===== src/rtl/logic_unit_pkg.sv =====
// Shared types for the pipelined bitwise logic unit: op encoding, result flags and flag helper.
// Pure definitions, no state; the helper folds to plain reduction trees for a constant width.
package logic_unit_pkg;

  // Widest result the flag helper handles; wider results are truncated before flagging.
  localparam int LU_MAX_WIDTH = 1024;

  typedef enum logic [2:0] {
    LU_AND   = 3'b000,
    LU_OR    = 3'b001,
    LU_NAND  = 3'b010,
    LU_NOR   = 3'b011,
    LU_XOR   = 3'b100,
    LU_XNOR  = 3'b101,
    LU_ANDN  = 3'b110,
    LU_PASSA = 3'b111
  } lu_op_e;

  typedef struct packed {
    logic zero;
    logic ones;
    logic parity;
  } lu_flags_t;

  // Bits above `width` are masked so they neither clear `ones` nor disturb zero/parity.
  function automatic lu_flags_t lu_flags(input logic [LU_MAX_WIDTH-1:0] res, input int width);
    logic [LU_MAX_WIDTH-1:0] mask;
    lu_flags_t               f;
    mask     = {LU_MAX_WIDTH{1'b1}} >> (LU_MAX_WIDTH - width);
    f.zero   = ~|(res & mask);
    f.ones   = &(res | ~mask);
    f.parity = ^(res & mask);
    return f;
  endfunction

endpackage


===== src/rtl/logic_unit_pipe_bitwise_op.sv =====
// Combinational WIDTH-bit op mux sitting between the two pipeline registers.
// Zero latency, no state, no handshake of its own.
module bitwise_op
  import logic_unit_pkg::*;
#(
  parameter int WIDTH = 64
) (
  input  lu_op_e           op,
  input  logic [WIDTH-1:0] a,
  input  logic [WIDTH-1:0] b,
  output logic [WIDTH-1:0] res
);

  always_comb begin
    res = a;
    case (op)
      LU_AND:   res = a & b;
      LU_OR:    res = a | b;
      LU_NAND:  res = ~(a & b);
      LU_NOR:   res = ~(a | b);
      LU_XOR:   res = a ^ b;
      LU_XNOR:  res = ~(a ^ b);
      LU_ANDN:  res = a & ~b;
      LU_PASSA: res = a;
    endcase
  end

endmodule


===== src/rtl/logic_unit_pipe.sv =====
// Two-stage bitwise logic unit with zero/ones/parity flags; latency 2 cycles, 1 beat/cycle.
// Backpressure: in_ready is a combinational chain from out_ready through both stage valids.
module logic_unit_pipe
  import logic_unit_pkg::*;
#(
  parameter int WIDTH = 64
) (
  input  logic             clk,
  input  logic             reset,
  input  logic             in_valid,
  output logic             in_ready,
  input  logic [2:0]       in_op,
  input  logic [WIDTH-1:0] in_a,
  input  logic [WIDTH-1:0] in_b,
  output logic             out_valid,
  input  logic             out_ready,
  output logic [WIDTH-1:0] out_result,
  output logic             out_zero,
  output logic             out_ones,
  output logic             out_parity
);

  logic                    s1_valid_q, s1_valid_d;
  lu_op_e                  s1_op_q, s1_op_d;
  logic [WIDTH-1:0]        s1_a_q, s1_a_d;
  logic [WIDTH-1:0]        s1_b_q, s1_b_d;
  logic                    s2_valid_q, s2_valid_d;
  logic [WIDTH-1:0]        s2_result_q, s2_result_d;
  lu_flags_t               s2_flags_q, s2_flags_d;
  logic [WIDTH-1:0]        op_res;
  logic [LU_MAX_WIDTH-1:0] res_ext;
  logic                    s1_adv, s2_adv;

  bitwise_op #(.WIDTH(WIDTH)) u_bitwise_op (
    .op  (s1_op_q),
    .a   (s1_a_q),
    .b   (s1_b_q),
    .res (op_res)
  );

  always_comb begin
    s2_adv   = !s2_valid_q | out_ready;
    s1_adv   = !s1_valid_q | s2_adv;
    in_ready = s1_adv;

    s1_valid_d  = s1_adv ? in_valid : s1_valid_q;
    s1_op_d     = s1_op_q;
    s1_a_d      = s1_a_q;
    s1_b_d      = s1_b_q;
    // Operands only load with a real beat, so X on idle inputs never enters the datapath.
    if (s1_adv && in_valid) begin
      s1_op_d = lu_op_e'(in_op);
      s1_a_d  = in_a;
      s1_b_d  = in_b;
    end

    s2_valid_d  = s2_adv ? s1_valid_q : s2_valid_q;
    s2_result_d = s2_result_q;
    s2_flags_d  = s2_flags_q;
    res_ext     = LU_MAX_WIDTH'(op_res);
    if (s2_adv && s1_valid_q) begin
      s2_result_d = op_res;
      s2_flags_d  = lu_flags(res_ext, WIDTH);
    end
  end

  always_ff @(posedge clk) begin
    if (reset) begin
      s1_valid_q <= 1'b0;
      s2_valid_q <= 1'b0;
    end else begin
      s1_valid_q <= s1_valid_d;
      s2_valid_q <= s2_valid_d;
    end
  end

  always_ff @(posedge clk) begin
    s1_op_q     <= s1_op_d;
    s1_a_q      <= s1_a_d;
    s1_b_q      <= s1_b_d;
    s2_result_q <= s2_result_d;
    s2_flags_q  <= s2_flags_d;
  end

  assign out_valid  = s2_valid_q;
  assign out_result = s2_result_q;
  assign out_zero   = s2_flags_q.zero;
  assign out_ones   = s2_flags_q.ones;
  assign out_parity = s2_flags_q.parity;

endmodule

===== config.mk =====
export PLATFORM = sky130hd
export DESIGN_NAME = logic_unit_pipe
export DESIGN_NICKNAME = d
export VERILOG_FILES = /design/src/rtl/logic_unit_pkg.sv /design/src/rtl/logic_unit_pipe_bitwise_op.sv /design/src/rtl/logic_unit_pipe.sv
export SDC_FILE = /design/constraint.sdc
export NUM_CORES = 1
export LEC_CHECK = 0
export ABC_AREA = 0
export BUFFER_PORTS_ARGS = -buffer_cell sky130_fd_sc_hd__clkbuf_2
export CORE_AREA = 2 2 175 177
export DETAILED_ROUTE_END_ITERATION = 10
export DIE_AREA = 0 0 177 179
export GPL_TIMING_DRIVEN = 1
export PLACE_DENSITY_LB_ADDON = 0.08
export SYNTH_ARGS = -nofsm -noshare
export SYNTH_HDL_FRONTEND = slang
export SYNTH_HIERARCHICAL = 1
export SYNTH_SLANG_ARGS = --single-unit
export TNS_END_PERCENT = 30

===== constraint.sdc =====
create_clock -name clk -period 3.7 [get_ports clk]
set_input_delay 0.185 -clock clk [delete_from_list [all_inputs] [get_ports clk]]
set_output_delay 0.185 -clock clk [all_outputs]
set_load 0.005 [all_outputs]

==> results of run 1 <==
-- report_power, final --
part | internal (mW) | switching, mW
registers | 2.71 | 0.104
logic | 1.00 | 1.08
clock network | 1.01 | 0.930
total | 4.72 | 2.11
-- path summary, 6_finish.rpt --
path	endpoint	start	cells after the start
max	out_parity	s1_op_q[0]	12
min	out_valid	out_ready	4
max reg2reg	out_parity	s1_op_q[0]	12
min reg2reg	out_valid	s1_valid_q	2
-- state kept, by name, indices dropped and copies added (netlist names) --
signal      cells
out_valid       1
out_ones        1
out_parity      1
s1_a_q         64
s1_op_q         3
s1_valid_q      1
out_zero        1
s1_b_q         64
out_result     64
-- what timing repair did --
action	4_1_cts	5_1_grt
endpoints found under the setup margin	0	1
hold endpoints to repair	133	0
resized for setup	0	1
hold buffers	133	0
-- critical path, stage by stage (launching register included) --
cell	delay [ns]
edfxtp_1	0.46
buf_12	0.27
or2_2	0.40
buf_4	0.30
nor2_1	0.07
o2bb2ai_1	0.31
inv_1	0.09
ha_1	0.35
xnor2_1	0.23
xnor2_1	0.19
xnor2_1	0.11
xnor2_1	0.31
xnor2_1	0.12
-- layer usage --
metal / share of wire / track usage
met1: 0.46 / 0.310
met2: 0.48 / 0.406
met3: 0.033 / 0.0344
met4: 0.028 / 0.0930
met5: 0 / 0
-- cell usage in the layout, fill, tap and decap left out, types with 2 or more instances in the layout --
| cell type | n |
|---|---|
| or4_1 | 4 |
| bufinv_16 | 2 |
| nand4_1 | 16 |
| buf_4 | 19 |
| nor2b_1 | 2 |
| o211ai_1 | 51 |
| nor4bb_1 | 9 |
| edfxtp_1 | 198 |
| o2bb2ai_1 | 51 |
| inv_6 | 7 |
| xnor2_1 | 32 |
| mux2i_1 | 3 |
| nor3b_1 | 60 |
| ha_1 | 256 |
| inv_1 | 195 |
| nand3_1 | 3 |
| dfxtp_1 | 2 |
| o21ai_0 | 2 |
| dlygate4sd3_1 | 133 |
| mux2_2 | 63 |
| a221o_1 | 9 |
| nor2_1 | 77 |
| xor2_1 | 6 |
| buf_12 | 12 |
| a21oi_1 | 5 |
| o221ai_1 | 3 |
| nor4_2 | 60 |
| a211oi_1 | 59 |
| clkbuf_2 | 203 |
| clkinv_2 | 3 |
| nand2_1 | 76 |
| clkbuf_16 | 18 |
| nor3_1 | 51 |
| and4b_1 | 60 |
-- cells by family after synthesis --
| logic type | Yosys count | synth area share |
|---|---|---|
| AND/OR/NAND/NOR | 423 | 0.183 |
| buffers and inverters | 302 | 0.0799 |
| adder cells (fa/ha/maj) | 256 | 0.201 |
| flip-flops | 200 | 0.376 |
| AO/OA/AOI/OAI | 184 | 0.0920 |
| multiplexers | 66 | 0.0465 |
| XOR/XNOR | 38 | 0.0209 |
-- layout make-up --
class	instances	area (um2)	share of cell area
inverters	195	732	0.0380
repair buffers	369	2780	0.145
well taps	396	495	0.0258
flip-flops and latches	200	5990	0.311
clock buffers	17	425	0.0221
clock inverters	15	159	0.00826
multi-input cells	967	8660	0.450
-- metrics by stage --
stage | TNS (ns) | setup WS, ns | utilization
6_report | 0 | 0.209 | 0.641
5_1_grt | 0 | 0.0215 | 0.641
4_1_cts | 0 | 0.169 | 0.640
3_5_place_dp | 0 | 0.229 | 0.576
3_3_place_gp | 0 | 0.281 | 0.576
2_1_floorplan | -17.10 | -0.255 | -
==> reports/qor.csv, run 1 <==
stage;metric;value;unit
outcome;outcome;completed;
yosys;Post-synth EDFFs;198;
cells_and_area;P&R area growth vs syn;21.0;%
drt;Final Routed Wirelength;37600;um
cells_and_area;# nets final;2141;
drt;vias per cell;5.48;
worst_setup_path;crit path DAT;3.69;ns
timing;RSZ-0062 raised after global routing;no;
drt;DRT Pass-1 Iters;5;
global_route;antenna violations before repair;0;
flow_run;Max-cap violations;0;
pwr;PD cells;355;mW/mm2
yosys;ranking of synthesized cells by area;edfxtp_1 (37%), ha_1 (20%), nor4_2 (4.7%);
drt;drt drc;0;
timing;Worst-Margin Slew;1.06;ns
cells_and_area;share of cells above drive strength 1;0.224;
global_route;vias in the first global route;11500;
yosys;Post-Synthesis Cells;1469;
clock_tree;Sink Count;200;
global_route;GRT Overall Usage;0.239;
drt;DR iter-0 viols;755;
yosys;count of state elements after synthesis;200;
timing;Fin. Hold Viols;0;
floorplan;I/O pin count;204;
yosys;asr flop ratio synth;0;
timing;Clock Skew;0.0125;ns
yosys;Synth Cell Area;0.0159;mm2
clock_tree;H-tree levels;4;
timing;Max Transition Viols Final;0;
cells_and_area;Final Cell Area;0.0192;mm2
worst_setup_path;Reg2Reg Setup Slack;0.21;ns
placed_design;placed cells;1993;
drt;via count;11800;
yosys;top cell type's share of synthesized area;0.374;
yosys;Synth Flop Type;edfxtp_1;
timing;final setup fails;0;
yosys;Yosys warnings;6;
floorplan;Initial Utilization;0.530;
drt;DR WL/cell;17.4;um
timing;Tcrit/Tclk final;0.944;
placed_design;input/output buffers;203;
timing;Relative slew margins;0.292;
clock_tree;Num CTS Buffers;17;
yosys;commonest cells in the netlist;ha_1 (256), edfxtp_1 (198), inv_1 (195);
yosys;net count after synthesis;1860;
cells_and_area;Filler cells;2391;
clock_tree;CTS root buf;clkbuf_16;
floorplan;Die Area;0.0317;mm2
drt;DRT antenna net count;0;
global_route;Congestion Overflow GR;0;
worst_setup_path;CP Launch Type;register;
clock_tree;clk_lat worst skew;0.46;ns
worst_setup_path;Max Fanout on Critical Path;47;
global_route;largest net degree at the start of global routing;94;
pwr;static leakage;8.58;nW
timing;fmax;286;MHz
placed_design;hpwl dp;25400;um
global_route;first-pass GRT wire length;58900;um
worst_setup_path;CP endpoint kind;register;
floorplan;Die Y;179;um
clock_tree;post-CTS setup buffers;0;
yosys;top-count cell post-synth;ha_1;
pwr;Worst VDD drop;0.373;mV
floorplan;Core Region;0.0300;mm2
floorplan;Rows;64;
clock_tree;clock-pin slew on the worst setup and hold paths;0.08;ns
yosys;sequential area share after synthesis;0.376;
yosys;Post-Syn Area per Cell;10.8;um2
worst_setup_path;CP Class;reg -> reg;
pwr;Tot Pwr;6.83;mW
cells_and_area;n_diodes;0;
placed_design;routability congestion estimate;0.783;
timing;post-route minimum period;3.49;ns
cells_and_area;final non-filler cell total;2159;
timing;Min Hold Slack;0.114;ns
yosys;Netlist cell types;38;
placed_design;placed cell areas;0.0173;mm2
clock_tree;Clock Tree Buf Depth;2;
worst_setup_path;WP data required;3.90;ns
hold_path;hold crit path type;in -> reg;
clock_tree;CTS tree;yes;
yosys;area leader, netlist;edfxtp_1;
floorplan;Die Wd;177;um
Note: power is estimated with default switching activity, not from simulation.
==> run 2: changes to the inputs <==
--- a/config.mk
+++ b/config.mk
@@ -7,9 +7,9 @@
 export LEC_CHECK = 0
 export ABC_AREA = 0
 export BUFFER_PORTS_ARGS = -buffer_cell sky130_fd_sc_hd__clkbuf_2
-export CORE_AREA = 2 2 175 177
+export CORE_AREA = 2 2 200 202
 export DETAILED_ROUTE_END_ITERATION = 10
-export DIE_AREA = 0 0 177 179
+export DIE_AREA = 0 0 202 204
 export GPL_TIMING_DRIVEN = 1
 export PLACE_DENSITY_LB_ADDON = 0.08
 export SYNTH_ARGS = -nofsm -noshare
==> run 2 against run 1 <==
Cell area is 0.85% higher. Final cell count increased by 5.7%. Non-clock buffer count fell by 5. Sequential power is essentially flat. Power increased by 0.49%. Combinational power about the same. Core utilization is 15 points lower. Worst setup slack better by 0.21 ns. Global-route usage down 4.8 points. Worst hold slack worse by 0.027 ns. Clock skew down 0.0017 ns. Critical path type unchanged. Critical endpoint unchanged.
==> reports/qor.csv, run 2 (same netlist as run 1, synthesis figures left out) <==
stage;metric;value;unit;change
outcome;outcome;completed;;
pwr;PD cells;354;mW/mm2;-0.35%
worst_setup_path;crit path DAT;3.51;ns;-0.18 ns
clock_tree;post-CTS setup buffers;0;;unchanged
timing;RSZ-0062 raised after global routing;no;;
placed_design;input/output buffers;203;;unchanged
worst_setup_path;WP data required;3.92;ns;+0.02 ns
clock_tree;post-CTS sizing;0;;unchanged
drt;DRT Pass-1 Iters;5;;unchanged
cells_and_area;# nets final;2136;;-0.23%
global_route;antenna violations before repair;0;;unchanged
drt;via count;11700;;-1.1%
clock_tree;H-tree levels;4;;unchanged
floorplan;I/O pin count;204;;unchanged
cells_and_area;Layout Utilization;0.495;;-0.146
clock_tree;Clock Tree Buf Depth;2;;unchanged
cells_and_area;n_diodes;0;;unchanged
global_route;Congestion Overflow GR;0;;unchanged
placed_design;post-placement worst setup slack;0.364;ns;+0.135 ns
flow_run;Max-cap violations;0;;unchanged
worst_setup_path;CP Class;reg -> reg;;
pwr;static leakage;8.57;nW;-0.15%
timing;Worst-Margin Slew;0.969;ns;-0.0900 ns
worst_setup_path;CP endpoint kind;register;;
global_route;vias in the first global route;11300;;-2.0%
floorplan;Die Area;0.0412;mm2;+30%
clock_tree;Sink Count;200;;unchanged
cells_and_area;share of cells above drive strength 1;0.222;;-0.00221
timing;Tcrit/Tclk final;0.888;;-0.0556
timing;Max Transition Viols Final;0;;unchanged
cells_and_area;final non-filler cell total;2283;;+5.7%
timing;final setup fails;0;;unchanged
placed_design;hpwl dp;27600;um;+8.7%
timing;post-route minimum period;3.29;ns;-0.206 ns
pwr;Worst VDD drop;0.283;mV;-24%
clock_tree;Num CTS Buffers;17;;unchanged
timing;Clock Skew;0.0108;ns;-0.00167 ns
floorplan;Die Y;204;um;+14%
pwr;Tot Pwr;6.87;mW;+0.49%
pwr;combinational fraction of design power;0.299;;-0.005
pwr;Psw;2.13;mW;+0.90%
global_route;GRT Overall Usage;0.192;;-0.0480
global_route;largest net degree at the start of global routing;101;;+7.4%
drt;DR WL/cell;17.1;um;-1.8%
cells_and_area;Filler cells;3585;;+50%
floorplan;Initial Utilization;0.406;;-0.124
floorplan;Die Wd;202;um;+14%
drt;Final Routed Wirelength;39000;um;+3.8%
timing;fmax;304;MHz;+6.3%
cells_and_area;most frequent cells in the layout;ha_1 (256), clkbuf_2 (203), edfxtp_1 (198), inv_1 (195), dlygate4sd3_1 (133);;
worst_setup_path;CP Launch Type;register;;
pwr;internal cell power;4.74;mW;+0.31%
worst_setup_path;Max Fanout on Critical Path;94;;+100%
floorplan;Rows;73;;+14%
drt;DRT antenna net count;0;;unchanged
clock_tree;clock-pin slew on the worst setup and hold paths;0.08;ns;about the same
timing;final worst slack;0.414;ns;+0.206 ns
cells_and_area;commonest non-fill, non-tap cell in the layout;ha_1;;
pwr;Clk network pwr share;0.291;;+0.007
pwr;switching part of the total power;0.310;;+0.00123
clock_tree;CTS tree;yes;;
drt;DR iter-0 viols;614;;-19%
placed_design;routability congestion estimate;0.779;;-0.50%
timing;Relative slew margins;0.353;;+0.0601
timing;TNS Setup;0;ns;unchanged
pwr;Flop pwr share;0.411;;about the same
timing;Fin. Hold Viols;0;;unchanged
hold_path;hold crit path type;in -> reg;;
floorplan;Core Region;0.0392;mm2;+30%
drt;drt drc;0;;unchanged
global_route;first-pass GRT wire length;61200;um;+3.8%
drt;vias per cell;5.12;;-6.5%
clock_tree;CTS root buf;clkbuf_16;;
placed_design;placed cells;2118;;+6.3%
clock_tree;clk_lat worst skew;0.47;ns;about the same
cells_and_area;P&R area growth vs syn;22.0;%;
run 2: final cells by class:
class,count,area [um2],area share
multi-input combinational,967,8660,0.446
sequential,200,5990,0.308
inverter,195,732,0.0377
clock inverter,14,181,0.00935
tap,525,657,0.0339
timing repair buffer,364,2760,0.142
clock buffer,18,429,0.0221
run 2: stage by stage:
step	cell area [um2]	hold slack [ns]
CTS	19400	0.0204
global route	19400	0.105
detailed placement	17500	0.364
floorplan	15900	0.257
global placement	17500	0.362
finish	19400	0.0871
run 2: critical path, stage by stage (launching register included):
cell       delay, ns
edfxtp_1        0.40
buf_12          0.32
buf_12          0.26
a211oi_1        0.11
nor4_2          0.33
o211ai_1        0.13
o2bb2ai_1       0.22
inv_1           0.09
ha_1            0.23
xnor2_1         0.15
xnor2_1         0.27
xnor2_1         0.11
xnor2_1         0.25
xnor2_1         0.10
run 2: final timing paths:
kind,from,slack [ns],cells past startpoint,end
max,s1_op_q[0],0.41,13,out_parity
max reg2reg,s1_op_q[0],0.41,13,out_parity
min,out_ready,0.09,4,out_valid
min reg2reg,s1_valid_q,0.56,2,out_valid
run 2: what timing repair did:
action                                  in CTS  in global routing
hold buffers                               133                  0
endpoints found under the setup margin       0                  0
hold endpoints to repair                   133                  0
run 2: layer usage:
| layer | GRT usage | up-vias | share of wire |
|---|---|---|---|
| met5 | 0 | - | 0 |
| met4 | 0.0578 | 0 | 0.020 |
| met3 | 0.0320 | 35 | 0.033 |
| met2 | 0.318 | 212 | 0.47 |
| met1 | 0.256 | 5576 | 0.47 |
| li1 | - | 5871 | - |
run 2: power groups by stage:
stage	registers [mW]	clock network, mW	logic [mW]
finish	2.82	2.00	2.05
global route	2.84	2.15	2.32
CTS	2.82	2.08	2.08
detailed placement	2.87	0	1.96
global placement	2.87	0	1.95
floorplan	2.83	0	1.43
==> run 3: changes to the inputs <==
--- a/config.mk
+++ b/config.mk
@@ -10,7 +10,7 @@
 export CORE_AREA = 2 2 200 202
 export DETAILED_ROUTE_END_ITERATION = 10
 export DIE_AREA = 0 0 202 204
-export GPL_TIMING_DRIVEN = 1
+export GPL_TIMING_DRIVEN = 0
 export PLACE_DENSITY_LB_ADDON = 0.08
 export SYNTH_ARGS = -nofsm -noshare
 export SYNTH_HDL_FRONTEND = slang
==> run 3 against run 2 <==
Power down 0.23%. First-iteration DRC count increased by 23%. Worst hold slack improved by 0.24 ns. Fmax down 5.8%. Critical path type unchanged. Largest cell class unchanged.
==> reports/qor.csv, run 3 (same netlist as run 1, synthesis figures left out) <==
stage;metric;value;unit;change
floorplan;Initial Utilization;0.406;;unchanged
floorplan;Core Region;0.0392;mm2;unchanged
clock_tree;clock-pin slew on the worst setup and hold paths;0.08;ns;about the same
global_route;vias in the first global route;12600;;+12%
cells_and_area;Filler cells;3561;;-0.67%
global_route;antenna violations before repair;0;;unchanged
timing;RSZ-0062 raised after global routing;no;;
floorplan;Die Wd;202;um;unchanged
clock_tree;CTS tree;yes;;
global_route;largest net degree at the start of global routing;54;;-47%
drt;DRT Pass-1 Iters;6;;+1
worst_setup_path;CP endpoint kind;register;;
global_route;first-pass GRT wire length;71900;um;+18%
pwr;PD cells;348;mW/mm2;-1.7%
pwr;Clk network pwr share;0.276;;-0.015
placed_design;hpwl dp;34000;um;+23%
worst_setup_path;Crit path buffers/inverters;5;;+2
cells_and_area;commonest non-fill, non-tap cell in the layout;ha_1;;
flow_run;Max-cap violations;0;;unchanged
placed_design;input/output buffers;203;;unchanged
worst_setup_path;slowest stage delay, CP;0.52;ns;+0.12 ns
cells_and_area;share of cells above drive strength 1;0.245;;+0.0234
drt;Final Routed Wirelength;47100;um;+21%
worst_setup_path;CP Launch Type;register;;
drt;drt drc;0;;unchanged
drt;via count;12600;;+7.7%
pwr;Flop pwr share;0.410;;about the same
cells_and_area;# nets final;2221;;+4.0%
clock_tree;CTS root buf;clkbuf_16;;
worst_setup_path;most used cell, CP;xnor2_1;;
worst_setup_path;Max Fanout on Critical Path;10;;-89%
cells_and_area;n_diodes;0;;unchanged
timing;post-route minimum period;3.49;ns;+0.201 ns
pwr;static leakage;8.79;nW;+2.6%
timing;Relative slew margins;0.568;;+0.216
timing;final setup fails;0;;unchanged
placed_design;placed cells;2202;;+4.0%
clock_tree;Clock Tree Buf Depth;2;;unchanged
worst_setup_path;CP delay by family, top;buffers and inverters;;
pwr;combinational fraction of design power;0.314;;+0.015
placed_design;routability congestion estimate;0.819;;+5.1%
floorplan;Rows;73;;unchanged
outcome;outcome;completed;;
worst_setup_path;Cell Chain, Critical Path;buf_4 -> buf_4 -> buf_2 -> clkbuf_1 -> o2bb2ai_1 -> inv_1 -> ha_1 -> xnor2_1 -> xnor2_1 -> xnor2_1 -> xnor2_1 -> xnor2_1;;
pwr;switching part of the total power;0.307;;-0.00335
timing;Clock Skew;0.0130;ns;+0.00217 ns
worst_setup_path;crit path DAT;3.73;ns;+0.22 ns
pwr;Tot Pwr;6.85;mW;-0.23%
timing;Fin. Hold Viols;0;;unchanged
placed_design;placed cell areas;0.0177;mm2;+1.5%
floorplan;Die Area;0.0412;mm2;unchanged
worst_setup_path;Max stage delay cell, worst path;clkbuf_1;;
drt;vias per cell;5.32;;+3.8%
drt;DR iter-0 viols;753;;+23%
timing;fmax;287;MHz;-5.8%
global_route;Congestion Overflow GR;0;;unchanged
timing;Tcrit/Tclk final;0.942;;+0.0544
worst_setup_path;WP data required;3.94;ns;+0.02 ns
pwr;internal cell power;4.75;mW;+0.25%
cells_and_area;final non-filler cell total;2368;;+3.7%
floorplan;Die Y;204;um;unchanged
timing;Max Transition Viols Final;0;;unchanged
drt;DRT antenna net count;0;;unchanged
worst_setup_path;CP Class;reg -> reg;;
floorplan;I/O pin count;204;;unchanged
pwr;Psw;2.10;mW;-1.3%
timing;Min Hold Slack;0.325;ns;+0.237 ns
cells_and_area;most frequent cells in the layout;ha_1 (256), clkbuf_2 (222), edfxtp_1 (198), inv_1 (195), dlygate4sd3_1 (134);;
drt;DR WL/cell;19.9;um;+16%
clock_tree;Num CTS Buffers;17;;unchanged
hold_path;hold crit path type;in -> reg;;
clock_tree;H-tree levels;4;;unchanged
cells_and_area;Layout Utilization;0.503;;+0.00738
clock_tree;clk_lat worst skew;0.49;ns;+0.02 ns
cells_and_area;Final Cell Area;0.0197;mm2;+1.5%
clock_tree;Sink Count;200;;unchanged
timing;Worst-Margin Slew;0.648;ns;-0.322 ns
cells_and_area;P&R area growth vs syn;23.8;%;
global_route;GRT Overall Usage;0.231;;+0.0394
pwr;Worst VDD drop;0.476;mV;+68%
## run 3: final cells by class
cell class	instances	area [um2]	area share
Timing Repair Buffer	342	2490	0.126
Clock inverter	10	121	0.00616
Clock buffer	22	464	0.0236
Buffer	107	568	0.0288
Inverter	195	732	0.0372
Tap cell	525	657	0.0334
Sequential cell	200	5990	0.304
Multi-Input combinational cell	967	8680	0.441
## run 3: routing by layer
metal | part of all wire | global-route usage
met3 | 0.049 | 0.0454
met4 | 0.036 | 0.108
met1 | 0.45 | 0.301
met2 | 0.46 | 0.370
met5 | 0 | 0
## run 3: power groups by stage
| stage | sequential (mW) | combinational (mW) | clock (mW) |
|---|---|---|---|
| global placement | 2.87 | 1.99 | 0 |
| detailed placement | 2.86 | 2.03 | 0 |
| floorplan | 2.83 | 1.43 | 0 |
| global route | 2.83 | 2.39 | 2.03 |
| finish | 2.81 | 2.15 | 1.89 |
| CTS | 2.81 | 2.16 | 1.95 |
## run 3: worst paths after layout
| path | endpoint | from | slack, ns | cells after the start |
|---|---|---|---|---|
| worst min-delay path | s1_b_q[33] | in_valid | 0.32 | 2 |
| worst max register to register | out_parity | s1_op_q[2] | 0.21 | 12 |
| worst max-delay path | out_parity | s1_op_q[2] | 0.21 | 12 |
| worst min register to register | out_valid | s1_valid_q | 0.56 | 2 |
## run 3: repair_timing
item	in CTS	in global routing
gates resized for setup	4	36
hold buffers	134	0
endpoints found under the hold margin	133	0
setup buffers	0	0
endpoints found under the setup margin	1	1
## run 3: worst reg2reg max path, stage by stage (launching register included)
cell	delay (ns)
edfxtp_1	0.32
buf_4	0.23
buf_4	0.28
buf_2	0.34
clkbuf_1	0.52
o2bb2ai_1	0.40
inv_1	0.12
ha_1	0.31
xnor2_1	0.17
xnor2_1	0.15
xnor2_1	0.15
xnor2_1	0.16
xnor2_1	0.09
## run 3: through the flow
step	setup TNS (ns)	setup slack [ns]
final	0	0.213
after global routing	0	0.00906
after CTS	0	0.0143
after detailed placement	-0.275	-0.275
after global placement	-156.10	-2.34
after floorplan	-17.10	-0.255
